===== src/rtl/mips8_run_ctrl.sv =====
// Wishbone run controller for the 8-bit MIPS core: reset hold, IMEM load, run/step/halt, sticky halt irq.
// Optional CYCLES counter at offset 0xC is compiled in with `define MIPS8_CYCLE_COUNTER_EN.
module mips8_run_ctrl #(
   parameter logic [31:0] BASE_ADDR = 32'h3000_0000,
   parameter int unsigned IMEM_AW   = 8
) (
   input  logic               wb_clk_i,
   input  logic               wb_rst_i,
   input  logic               wbs_stb_i,
   input  logic               wbs_cyc_i,
   input  logic               wbs_we_i,
   input  logic [3:0]         wbs_sel_i,
   input  logic [31:0]        wbs_adr_i,
   input  logic [31:0]        wbs_dat_i,
   output logic               wbs_ack_o,
   output logic [31:0]        wbs_dat_o,
   output logic               core_rst_o,
   output logic               core_en_o,
   input  logic               core_halt_i,
   output logic               imem_we_o,
   output logic [IMEM_AW-1:0] imem_addr_o,
   output logic [7:0]         imem_wdata_o,
   output logic               irq_o
);

   typedef enum logic [1:0] {
      ST_RESET_HOLD = 2'd0,
      ST_HALTED     = 2'd1,
      ST_RUN        = 2'd2,
      ST_STEP       = 2'd3
   } state_e;

   state_e             state_q, state_d;
   logic               ack_q, ack_d;
   logic [31:0]        dat_q, dat_d;
   logic               core_rst_q, core_rst_d;
   logic               core_en_q, core_en_d;
   logic               imem_we_q, imem_we_d;
   logic [IMEM_AW-1:0] imem_addr_q, imem_addr_d;
   logic [7:0]         imem_wdata_q, imem_wdata_d;
   logic               irq_q, irq_d;
   logic               imem_err_q, imem_err_d;
`ifdef MIPS8_CYCLE_COUNTER_EN
   logic [31:0]        cycles_q, cycles_d;
`endif

   logic        hit, access, wr;
   logic [1:0]  offset;
   logic        ctrl_wr, imem_wr, stat_wr, imem_ok, irq_set;
   logic [1:0]  state_bits;
   logic [31:0] rdata;
   logic        unused_bits;

   assign hit     = (wbs_adr_i[31:4] == BASE_ADDR[31:4]);
   assign access  = wbs_stb_i & wbs_cyc_i & hit & ~ack_q;
   assign wr      = access & wbs_we_i;
   assign offset  = wbs_adr_i[3:2];
   assign ctrl_wr = wr & (offset == 2'd0) & wbs_sel_i[0];
   assign imem_wr = wr & (offset == 2'd1) & (wbs_sel_i[1:0] == 2'b11);
   assign stat_wr = wr & (offset == 2'd2) & wbs_sel_i[0];
   assign imem_ok = (state_q == ST_RESET_HOLD) || (state_q == ST_HALTED);
   assign state_bits = state_q;
   assign unused_bits = ^{wbs_adr_i[1:0], wbs_sel_i[3:2], wbs_dat_i[31:16]};

   // Halt from the core outranks any concurrent RUN/HALT request; CORE_RESET outranks everything.
   always_comb begin
      state_d = state_q;
      irq_set = 1'b0;
      case (state_q)
         ST_RESET_HOLD: begin
            if (ctrl_wr && !wbs_dat_i[3]) state_d = ST_HALTED;
         end
         ST_HALTED: begin
            if (ctrl_wr && !wbs_dat_i[2]) begin
               if (wbs_dat_i[0]) begin
                  if (core_halt_i) irq_set = 1'b1;
                  else             state_d = ST_RUN;
               end else if (wbs_dat_i[1]) begin
                  state_d = ST_STEP;
               end
            end
         end
         ST_RUN: begin
            if (core_halt_i) begin
               state_d = ST_HALTED;
               irq_set = 1'b1;
            end else if (ctrl_wr && wbs_dat_i[2]) begin
               state_d = ST_HALTED;
            end
         end
         ST_STEP: begin
            state_d = ST_HALTED;
            if (core_halt_i) irq_set = 1'b1;
         end
         default: state_d = ST_RESET_HOLD;
      endcase
      if (ctrl_wr && wbs_dat_i[3]) state_d = ST_RESET_HOLD;
   end

   always_comb begin
      rdata = '0;
      case (offset)
         2'd0: rdata = {30'b0, state_bits};
         2'd1: rdata = '0;
         2'd2: rdata = {28'b0, imem_err_q, irq_q, state_bits};
`ifdef MIPS8_CYCLE_COUNTER_EN
         2'd3: rdata = cycles_q;
`else
         2'd3: rdata = '0;
`endif
         default: rdata = '0;
      endcase
   end

   always_comb begin
      ack_d        = access;
      dat_d        = (access && !wbs_we_i) ? rdata : '0;
      core_rst_d   = (state_d == ST_RESET_HOLD);
      core_en_d    = (state_d == ST_RUN) || (state_d == ST_STEP);
      imem_we_d    = imem_wr & imem_ok;
      imem_addr_d  = imem_we_d ? wbs_dat_i[8 +: IMEM_AW] : imem_addr_q;
      imem_wdata_d = imem_we_d ? wbs_dat_i[7:0] : imem_wdata_q;
      irq_d        = irq_set | (irq_q & ~(stat_wr & wbs_dat_i[2]));
      imem_err_d   = (imem_wr & ~imem_ok) | (imem_err_q & ~(stat_wr & wbs_dat_i[3]));
`ifdef MIPS8_CYCLE_COUNTER_EN
      if (state_d == ST_RESET_HOLD) cycles_d = '0;
      else if (core_en_q)           cycles_d = cycles_q + 32'd1;
      else                          cycles_d = cycles_q;
`endif
   end

   always_ff @(posedge wb_clk_i or posedge wb_rst_i) begin
      if (wb_rst_i) begin
         state_q      <= ST_RESET_HOLD;
         ack_q        <= 1'b0;
         dat_q        <= '0;
         core_rst_q   <= 1'b1;
         core_en_q    <= 1'b0;
         imem_we_q    <= 1'b0;
         imem_addr_q  <= '0;
         imem_wdata_q <= '0;
         irq_q        <= 1'b0;
         imem_err_q   <= 1'b0;
`ifdef MIPS8_CYCLE_COUNTER_EN
         cycles_q     <= '0;
`endif
      end else begin
         state_q      <= state_d;
         ack_q        <= ack_d;
         dat_q        <= dat_d;
         core_rst_q   <= core_rst_d;
         core_en_q    <= core_en_d;
         imem_we_q    <= imem_we_d;
         imem_addr_q  <= imem_addr_d;
         imem_wdata_q <= imem_wdata_d;
         irq_q        <= irq_d;
         imem_err_q   <= imem_err_d;
`ifdef MIPS8_CYCLE_COUNTER_EN
         cycles_q     <= cycles_d;
`endif
      end
   end

   assign wbs_ack_o    = ack_q;
   assign wbs_dat_o    = dat_q;
   assign core_rst_o   = core_rst_q;
   assign core_en_o    = core_en_q;
   assign imem_we_o    = imem_we_q;
   assign imem_addr_o  = imem_addr_q;
   assign imem_wdata_o = imem_wdata_q;
   assign irq_o        = irq_q;

endmodule


===== config.mk =====
export PLATFORM = sky130hd
export DESIGN_NAME = mips8_run_ctrl
export DESIGN_NICKNAME = d
export VERILOG_FILES = /design/src/rtl/mips8_run_ctrl.sv
export SDC_FILE = /design/constraint.sdc
export NUM_CORES = 1
export LEC_CHECK = 0
export BUFFER_PORTS_ARGS = -buffer_cell sky130_fd_sc_hd__buf_2
export CAP_MARGIN = 0
export CORE_MARGIN = 2
export CORE_UTILIZATION = 39
export CTS_CLUSTER_DIAMETER = 150
export DETAILED_ROUTE_END_ITERATION = 10
export HOLD_SLACK_MARGIN = 0.06
export PLACE_DENSITY = 0.8
export SLEW_MARGIN = 30
export SYNTH_ARGS = -nofsm -noshare
export SYNTH_HDL_FRONTEND = slang
export SYNTH_SLANG_ARGS = --single-unit

===== constraint.sdc =====
create_clock -name wb_clk_i -period 3 [get_ports wb_clk_i]
set_clock_uncertainty 0.2 [all_clocks]
set_input_delay 0.45 -clock wb_clk_i [delete_from_list [all_inputs] [get_ports wb_clk_i]]
set_output_delay 0.45 -clock wb_clk_i [all_outputs]
set_load 0.05 [all_outputs]

# ---- After elaboration in Yosys (flattened, before gate mapping)
# Cells that the tools add are included.
dict set report totals {
  reg_bits 56
  word_cells 72
  out_inout_bits 53
  inputBits 74
}
dict set report op_classes {
  n_reduce_logical 15
  n_bitwise 22
  eq_ne 10
  mux 15
}
# cell count
set op_table {}
lappend op_table {{$pmux W32 S3} 1}
lappend op_table {{$mux W32} 1}
lappend op_table {{$eq A28 B26 Y1 const B} 1}
lappend op_table {{$and A1 B1 Y1} 16}
lappend op_table {{$mux W2} 8}
lappend op_table {{$eq A2 B2 Y1 const B} 7}
lappend op_table {{$pmux W2 S4} 1}
lappend op_table {{$logic_not A2 Y1} 3}
lappend op_table {{$logic_and A1 B1 Y1} 5}
lappend op_table {{$eq A2 B1 Y1 const B} 2}
lappend op_table {{$not A1 Y1} 4}
lappend op_table {{$reduce_or A2 Y1} 2}
lappend op_table {{$logic_not A1 Y1} 3}
lappend op_table {{$mux W1} 3}
lappend op_table {{$logic_or A1 B1 Y1} 2}
lappend op_table {{$or A1 B1 Y1} 2}
lappend op_table {{$pmux W1 S2} 1}

# ---- Longest topological paths before layout
# Gate-level depths: netlist of the first run.
dict set report depth {
  ltp_word 13
  mapped_depth 5
  ltp_nobuf 4
}

# ---- Worst setup path before layout of the first run
# Ideal clock, no wire load.
dict set report synth_path {
  path_kind {flip-flop to flip-flop}
  start {register ack_q, in the netlist wbs_ack_o}
  end {register imem_addr_q[1], in the netlist imem_addr_o[1]}
  path_buffers 1
  synth_period_minus_slack_ns 2.377
  t_required_ns 2.675
  arrival_time_ns 2.052
  path_slack_ns 0.623
  path_stages_with_launch 6
  setup_ns 0.125
  path_cell_list {dfrtp_1 nor3_1 nand4_4 nor4_4 buf_8 mux2_4}
}
dict set report synth_via {
  elab_chain_cells 6
}
# element line
set synth_lines {}
lappend synth_lines {{start: declaration} 34} ;# logic ack_q, ack_d;
lappend synth_lines {{start signal: assignment} 149} ;# ack_q <= ack_d;
lappend synth_lines {{$not A1 Y1} 55} ;# assign access = wbs_stb_i & wbs_cyc_i & hit & ~ack_q;
lappend synth_lines {{$and A1 B1 Y1} 55}
lappend synth_lines {{$and A1 B1 Y1} 56} ;# assign wr = access & wbs_we_i;
lappend synth_lines {{$and A1 B1 Y1 (2 in a row)} 59} ;# assign imem_wr = wr & (offset == 2'd1) & (wbs_sel_i[1:0] == 2'b11);
lappend synth_lines {{$and A1 B1 Y1} 120} ;# imem_we_d = imem_wr & imem_ok;
lappend synth_lines {{via imem_we_d} 38} ;# logic imem_we_q, imem_we_d;
lappend synth_lines {{end signal: assignment} 154} ;# imem_addr_q <= imem_addr_d;
lappend synth_lines {{end: declaration} 39} ;# logic [IMEM_AW-1:0] imem_addr_q, imem_addr_d;
# The timed path passes the listed nets, and every way through them passes these cells.
# A chain may end at the register's enable or synchronous reset.

# ---- Worst setup path in the final report of the first run
dict set report layout_path {
  start {input port wbs_adr_i[18]}
  end {register imem_addr_q[0], in the netlist imem_addr_o[0]}
}
dict set report layout_via {
  elab_chain_cells 7
}
# element line
set layout_lines {}
lappend layout_lines {{start: declaration} 13} ;# input logic [31:0] wbs_adr_i,
lappend layout_lines {{$eq A28 B26 Y1} 54} ;# assign hit = (wbs_adr_i[31:4] == BASE_ADDR[31:4]);
lappend layout_lines {{$and A1 B1 Y1 (2 in a row)} 55}
lappend layout_lines {{$and A1 B1 Y1} 56}
lappend layout_lines {{$and A1 B1 Y1 (2 in a row)} 59}
lappend layout_lines {{$and A1 B1 Y1} 120}
# Every way passes these cells.

==> run_results.csv, run 1 <==
group,metric,value,unit
synthesis,yosys.area.top_type,"dfrtp_1",
worst_setup_path,cp_data_required_time,2.96,ns
power,total_leakage_power,1.09,nW
synthesis,ys_warn_count,0,
synthesis,postSynthCellCount,126,
run,drv_cap,0,
placement,dpl_worst_slack,0.556,ns
timing,fin_tns_setup,0,ns
grt,grt_pass1_wl,4830,um
synthesis,async_reset_ff_share,100,%
clock_network,cts_inserted_buffers,3,
grt,grt_remaining_overflow,0,
grt,grt_pass1_vias,1072,
routing,wl_per_cell,12.3,um
clock_network,cts.htree.levels,1,
worst_setup_path,critPathCaptureType,"register",
die,core,3970,um^2
timing,hold_viol,0,
finish,final_area,2020,um^2
die,dieArea,4620,um^2
synthesis,yosys.area.top_type_share,42.3,%
placement,gp_congestion,0.826,
placement,io_buffers,78,
finish,num_antenna_cells,0,
grt,grt_use_met1,17.2,%
finish,multi_input_comb_area,757,um^2
timing,slew_violations,0,
worst_setup_path,crit_type,"in2reg",
synthesis,synth_area,1600,um^2
synthesis,synth_ff_type,"dfrtp_1",
timing,post-route-period-util,71.0,%
die,start_util,40.2,%
routing,ant_nets,0,
placement,hpwlAfterDp,2520,um
grt,gr-usage-met3,4.11,%
routing,avgViaCountPerCell,4.52,
grt,grt_use_total,13.8,%
finish,final_util,50.9,%
timing,worst_slack,0.869,ns
synthesis,netlist_top_cells_area,"dfrtp_1, buf_4, mux2_4",
routing,drc,0,
die,fp-row-count,23,
placement,placed_cell_area,1940,um^2
grt,grt_use_met2,23.4,%
routing,drt_iter0_markers,40,
power,vdd.ir_drop.worst,0.432,mV
synthesis,syn_area_per_cell,12.7,um^2
timing,rsz0062_at_grt,"no",
routing,vias,1165,
die,fp.dieW,68.0,um
clock_network,cts.sinks,28,
worst_setup_path,worstSetupStartpointType,"input port",
routing,drt_first_pass_iters,4,
clock_network,clock_path_buffers,2,
timing,min_period,2.13,ns
clock_network,insertion_delay,0.27,ns
min_path,hold_path.class,"in2reg",
clock_network,clk_pin_slew,0.09,ns
timing,max_clock_freq,469,MHz
clock_network,post_cts_buffers,0,
synthesis,synth-edff-count,0,
timing,setup_violations,0,
power,powerDensity,409,nW/um^2
grt,grt_max_degree,29,
worst_setup_path,crit_fanout,17,
synthesis,ys_seq_area_share,43.9,%
finish,final_nets,283,
finish,drive_gt1_share,54.8,%
finish,register_area,702,um^2
outcome,status,"finished clean",
finish,n_fill_cell,392,
die,ios,127,
grt,top_usage_layer,"met2",
die,dieHeight,68.0,um
synthesis,yosysMostFrequentCell,"buf_4",
synthesis,synthTopCellsByCount,"buf_4, dfrtp_1, mux2_2, mux2_4, nor2_1",
clock_network,cts_tree,"yes",
grt,grt_antenna_before_repair,0,
worst_setup_path,critPathArrivalTime,2.09,ns
synthesis,yosys_register_bits,28,
synthesis,synth.distinct_cells,33,
clock_network,root_buffer,"clkbuf_8",
routing,wl,3180,um
finish,syn2layout_area_growth,26.4,%
sequential cells by signal, indices dropped and copies added, names as in the netlist:
name and count:
core_rst_o 1, wbs_ack_o 1, imem_err_q 1, core_en_o 1
imem_addr_o 8, state_bits 2, imem_wdata_o 8, wbs_dat_o 4
imem_we_o 1, irq_o 1
worst max-delay path, stage by stage:
cell,delay [ns]
buf_2,0.10
nor4_2,0.37
nand4_4,0.24
nor4_4,0.25
buf_4,0.31
mux2_2,0.37
per-layer routing:
metal	share of wire, %	vias up
met5	0	-
met4	0.69	0
met3	5.9	2
met2	52	38
met1	41	556
li1	-	569
repair_timing:
item | in CTS | in global routing
endpoints found under the hold margin | 27 | 0
gates resized for setup | 0 | 0
hold buffers | 1 | 0
where the power goes:
part	switching [mW]	internal, mW
Sequential	0.00147	0.379
Combinational	0.119	0.0366
Clock	0.112	0.178
Total	0.232	0.594
cells by family after synthesis:
| family | after synthesis | share of synthesized area, % |
|---|---|---|
| mux | 18 | 14.8 |
| buf+inv | 33 | 15.0 |
| other cells | 1 | 0.235 |
| compound gates | 8 | 3.99 |
| simple gates | 38 | 22.0 |
| flops | 28 | 43.9 |
stage by stage:
stage	hold WS, ns	power, mW	instances
CTS	0.194	0.844	258
global route	0.188	0.869	258
detailed placement	0.285	0.543	253
global placement	0.270	0.540	253
finish	0.205	0.827	258
floorplan	0.249	0.520	153
layout by cell type, fill, tap and decap left out:
cell / count
o21ai_0: 1
or3b_2: 1
conb_1: 28
o41ai_1: 3
nand2_1: 2
clkbuf_8: 3
mux2_4: 9
a2111oi_0: 1
dfstp_2: 1
nand3_1: 2
nor3b_1: 3
inv_1: 3
nor3_1: 2
o22ai_1: 1
nand2b_1: 2
dfrtp_1: 27
and3b_1: 2
nand3b_1: 1
a311oi_1: 1
nor2_1: 5
and4bb_2: 2
o32ai_1: 1
nor4_4: 4
buf_2: 78
nor4_1: 2
nand4_1: 2
and4b_1: 2
or4_1: 1
nand4_4: 2
nor4_2: 2
buf_4: 2
mux2_2: 9
bufinv_16: 1
dlygate4sd3_1: 1
or3_1: 1
worst paths after layout:
path                           startpoint              to  slack, ns  cells past startpoint
setup / recovery            wbs_adr_i[18]  imem_addr_o[0]       0.87                      6
hold / removal              wbs_dat_i[11]  imem_addr_o[3]       0.20                      2
setup reg to reg                wbs_ack_o  imem_addr_o[0]       0.87                      5
hold reg to reg            imem_addr_o[5]  imem_addr_o[5]       0.31                      1
max in group asynchronous        wb_rst_i      core_rst_o       1.71                      4
min in group asynchronous        wb_rst_i      imem_err_q       0.59                      4
final cells by class:
type,count,area share [%]
timing repair buffer,81,20.6
multi-input combinational,92,37.5
tap,50,3.10
inverter,3,0.558
clock inverter,1,1.49
sequential,28,34.8
clock buffer,3,2.04
Power figures use the tool's default switching activity.
==> inputs of run 2 (changes only) <==
==> constraint.sdc (replaced) <==
create_clock -name wb_clk_i -period 2.1 [get_ports wb_clk_i]
set_clock_uncertainty 0.2 [all_clocks]
set_input_delay 0.315 -clock wb_clk_i [delete_from_list [all_inputs] [get_ports wb_clk_i]]
set_output_delay 0.315 -clock wb_clk_i [all_outputs]
set_load 0.05 [all_outputs]
==> run 2 against run 1 <==
Die area did not move. Via count up 3.1%. Final area is 3.2% higher. Core utilization increased by 1.6 points. First-iteration DRC count decreased by 2.5%. Worst hold slack got worse by 0.13 ns. Combinational power up 45%. Highest routed layer unchanged.
==> run_results.csv, run 2 (synthesis results as in run 1) <==
group,metric,value,unit
timing,setup_violations,0,
run,drv_cap,0,
placement,io_buffers,78,
worst_setup_path,critPathArrivalTime,2.00,ns
worst_setup_path,crit_type,"reg2reg",
worst_setup_path,r2r-start,"state_bits[1]",
placement,dpl_worst_slack,-0.0384,ns
routing,wl_per_cell,12.0,um
grt,grt_max_degree,29,
timing,worst_slack,0.114,ns
worst_setup_path,worstRegToRegCells,4,
routing,wl,3170,um
clock_network,cts_inserted_buffers,3,
worst_setup_path,critPathCaptureType,"register",
finish,register_area,703,um^2
finish,num_antenna_cells,0,
clock_network,post_cts_buffers,0,
timing,fin_tns_setup,0,ns
clock_network,insertion_delay,0.27,ns
clock_network,clk_pin_slew,0.09,ns
routing,avgViaCountPerCell,4.55,
die,dieArea,4620,um^2
die,dieHeight,68.0,um
worst_setup_path,critPathLaunch,"state_bits[1]",
power,powerDensity,566,nW/um^2
finish,final_util,52.5,%
die,fp.dieW,68.0,um
placement,place_inst,259,
finish,final_area,2080,um^2
worst_setup_path,crit_end,"irq_o",
outcome,status,"finished clean",
power,vdd.ir_drop.worst,0.389,mV
placement,hpwlAfterDp,2590,um
die,fp-row-count,23,
finish,final_nets,289,
clock_network,clock_path_buffers,2,
worst_setup_path,cp_cell_sequence,"or3b_2 -> or3_1 -> or4_1 -> nand3_1",
routing,vias,1201,
finish,final_common_cell,"buf_2",
timing,slew_violations,0,
finish,syn2layout_area_growth,30.4,%
power,total_leakage_power,1.12,nW
grt,grt_use_total,13.8,%
clock_network,cts.htree.levels,1,
timing,min_period,1.99,ns
grt,grt_antenna_before_repair,0,
worst_setup_path,timing.rr.end,"irq_o",
timing,max_clock_freq,504,MHz
finish,final_cell_mix,"buf_2, conb_1, dfrtp_1, mux2_4, mux2_2",
grt,grt_pass1_vias,1065,
power,power.total,1.18,mW
routing,ant_nets,0,
placement,gp_congestion,0.841,
routing,drt_first_pass_iters,4,
timing,hold_viol,0,
die,start_util,40.2,%
timing,post-route-period-util,94.6,%
worst_setup_path,regToRegSetupSlack,0.11,ns
worst_setup_path,crit_path_max_incr_delay,0.49,ns
placement,placed_cell_area,2000,um^2
clock_network,cts.sinks,28,
worst_setup_path,cp_data_required_time,2.11,ns
clock_network,cts_tree,"yes",
die,core,3970,um^2
worst_setup_path,worstSetupStartpointType,"register",
grt,grt_remaining_overflow,0,
min_path,hold_path.class,"in2reg",
worst_setup_path,worst_path_max_delay_cell,"or3b_2",
finish,layout.cells.non_filler,264,
timing,whs,0.0731,ns
worst_setup_path,crit_fanout,3,
clock_network,root_buffer,"clkbuf_8",
routing,drc,0,
finish,n_fill_cell,378,
timing,rsz0062_at_grt,"no",
finish,drive_gt1_share,57.0,%
grt,grt_pass1_wl,4790,um
routing,drt_iter0_markers,39,
die,ios,127,
finish,multi_input_comb_area,762,um^2
-- run 2: changes by cell type in the layout (fill, tap and decap cells not counted) --
cell / previous run / this run
buf_4: 2 / 7
dfrtp_1: 27 / 26
nor3_1: 2 / 1
nor3_2: 0 / 1
dfrtp_2: 0 / 1
buf_12: 0 / 1
-- run 2: what timing repair did --
item,in CTS,in global routing
endpoints found under the hold margin,27,0
hold buffers,1,0
resized for setup,0,0
-- run 2: worst max-delay path, delay by kind of cell (launching register included) --
kind / cells / cell delay, ns
flops: 1 / 0.39
simple gates: 4 / 1.35
-- run 2: routing by layer --
| metal | up-vias | track usage, % | wire length [um] |
|---|---|---|---|
| li1 | 584 | - | - |
| met1 | 571 | 17.7 | 1320 |
| met2 | 44 | 23.1 | 1600 |
| met3 | 2 | 3.95 | 238 |
| met4 | 0 | 2.75 | 23 |
| met5 | - | 0 | 0 |
-- run 2: how the worst min path moves through the flow --
stage	start	to	depth (start not counted)
floorplan	wb_rst_i	core_en_o	1
global route	wbs_dat_i[8]	imem_addr_o[0]	2
finish	wbs_dat_i[8]	imem_addr_o[0]	2
CTS	wbs_dat_i[8]	imem_addr_o[0]	2
detailed placement	wb_rst_i	imem_addr_o[4]	3
global placement	wb_rst_i	imem_addr_o[4]	3
-- run 2: power by group --
part           internal, mW  switching, mW
logic                0.0539          0.170
registers             0.541        0.00204
clock network         0.255          0.157
total                 0.850          0.329
-- run 2: area by class of cell --
| type | count | share of cell area [%] |
|---|---|---|
| well taps | 50 | 3.00 |
| repair buffers | 87 | 22.7 |
| clock buffers | 3 | 1.98 |
| inverters | 3 | 0.541 |
| multi-input cells | 92 | 36.6 |
| clock inverters | 1 | 1.44 |
| flip-flops and latches | 28 | 33.8 |
==> inputs of run 3 (changes only) <==
--- a/config.mk
+++ b/config.mk
@@ -7,12 +7,14 @@
 export LEC_CHECK = 0
 export BUFFER_PORTS_ARGS = -buffer_cell sky130_fd_sc_hd__buf_2
 export CAP_MARGIN = 0
+export CELL_PAD_IN_SITES_DETAIL_PLACEMENT = 2
+export CELL_PAD_IN_SITES_GLOBAL_PLACEMENT = 2
 export CORE_MARGIN = 2
-export CORE_UTILIZATION = 39
+export CORE_UTILIZATION = 22
 export CTS_CLUSTER_DIAMETER = 150
 export DETAILED_ROUTE_END_ITERATION = 10
-export HOLD_SLACK_MARGIN = 0.06
-export PLACE_DENSITY = 0.8
+export PLACE_DENSITY_LB_ADDON = 0.1
+export SKIP_CTS_REPAIR_TIMING = 1
 export SLEW_MARGIN = 30
 export SYNTH_ARGS = -nofsm -noshare
 export SYNTH_HDL_FRONTEND = slang
==> run 3 against run 2 <==
Core utilization decreased by 22 points. Final area increased by 3.2%. Combinational power increased by 3%.
==> run_results.csv, run 3 (synthesis results as in run 1) <==
group,metric,value,unit
finish,layout.cells.non_filler,316,
timing,min_period,2.01,ns
routing,drt_first_pass_iters,2,
power,power.total,1.12,mW
worst_setup_path,worst_path_max_delay_cell,"or3b_2",
clock_network,clk_pin_slew,0.10,ns
timing,setup_violations,0,
timing,hold_viol,0,
run,drv_cap,0,
placement,dpl_worst_slack,-0.0970,ns
min_path,hold_path.class,"in2reg",
worst_setup_path,crit_path_max_incr_delay,0.50,ns
timing,worst_slack,0.0889,ns
grt,grt_antenna_before_repair,0,
timing,post-route-period-util,95.8,%
finish,num_antenna_cells,0,
grt,grt_use_total,11.0,%
timing,slew_violations,0,
placement,hpwlAfterDp,3700,um
die,dieArea,7960,um^2
clock_network,insertion_delay,0.28,ns
timing,max_clock_freq,497,MHz
routing,avgViaCountPerCell,4.03,
worst_setup_path,regToRegSetupSlack,0.09,ns
clock_network,root_buffer,"clkbuf_8",
power,vdd.ir_drop.worst,0.216,mV
clock_network,cts_tree,"yes",
finish,final_nets,292,
routing,drt_iter0_markers,6,
worst_setup_path,cp_cell_sequence,"or3b_2 -> or3_1 -> or4_1 -> nand3_1",
grt,grt_max_degree,20,
finish,final_common_cell,"buf_2",
die,core,7140,um^2
clock_network,cts.sinks,28,
finish,final_cell_mix,"buf_2, conb_1, dfrtp_1, buf_4",
placement,io_buffers,78,
worst_setup_path,cp_data_required_time,2.12,ns
worst_setup_path,crit_fanout,3,
timing,rsz0062_at_grt,"no",
grt,grt_remaining_overflow,0,
worst_setup_path,critPathCaptureType,"register",
power,total_leakage_power,1.13,nW
die,ios,127,
grt,grt_pass1_wl,6820,um
die,fp-row-count,31,
finish,drive_gt1_share,57.6,%
clock_network,cts.htree.levels,1,
timing,whs,0.0580,ns
die,start_util,22.4,%
routing,vias,1272,
clock_network,clock_path_buffers,2,
worst_setup_path,worstRegToRegCells,4,
grt,grt_pass1_vias,1369,
outcome,status,"finished clean",
placement,gp_congestion,0.745,
finish,final_area,2150,um^2
worst_setup_path,crit_type,"reg2reg",
die,fp.dieW,89.2,um
worst_setup_path,worstSetupStartpointType,"register",
clock_network,cts_inserted_buffers,3,
placement,placed_cell_area,2090,um^2
worst_setup_path,critPathArrivalTime,2.03,ns
finish,syn2layout_area_growth,34.6,%
routing,wl_per_cell,14.2,um
power,powerDensity,520,nW/um^2
die,dieHeight,89.2,um
routing,drc,0,
placement,place_inst,311,
min_path,whs_path_depth,2,
routing,wl,4490,um
routing,ant_nets,0,
[run 3: cell types whose count changed in the layout (fill, tap and decap cells not counted)]
cell,change
buf_4,+3
bufinv_16,-1
clkbuf_8,+1
[run 3: final cells by class]
class | instances | area [um^2]
repair buffers | 90 | 495
well taps | 99 | 124
inverters | 3 | 11.3
multi-input cells | 92 | 762
flip-flops and latches | 28 | 703
fillers | 838 | 4990
clock buffers | 4 | 55.1
[run 3: routing by layer]
layer / part of all wire [%] / wire (um) / track usage (%) / vias to the layer above
met5: 0 / 0 / 0 / -
met4: 0.85 / 38 / 2.85 / 0
met2: 47 / 2110 / 18.5 / 70
met3: 11 / 474 / 3.32 / 3
met1: 42 / 1870 / 13.9 / 613
li1: - / - / - / 586
[run 3: worst paths after layout]
path	start	endpoint
max in group asynchronous	wb_rst_i	wbs_ack_o
max reg2reg	state_bits[1]	irq_o
min reg2reg	imem_err_q	imem_err_q
max	state_bits[1]	irq_o
min	wbs_dat_i[12]	imem_addr_o[4]
min in group asynchronous	wb_rst_i	imem_we_o
[run 3: worst max-delay path: cells and delay by family, from the launching register on]
family	cells	cell delay (ns)
AND/OR/NAND/NOR	4	1.36
flip-flops	1	0.39
[run 3: through the flow]
stage          setup TNS, ns  utilization, %
2_1_floorplan         -0.492               -
3_3_place_gp          -0.665            29.2
3_5_place_dp           -1.10            29.2
4_1_cts                    0            30.0
5_1_grt                    0            30.1
6_report                   0            30.1
[run 3: power breakdown]
group	total [mW]	internal [mW]	switching, mW	leakage [nW]
combinational	0.231	0.0552	0.176	0.715
clock	0.342	0.168	0.174	0.0288
sequential	0.544	0.542	0.00242	0.386
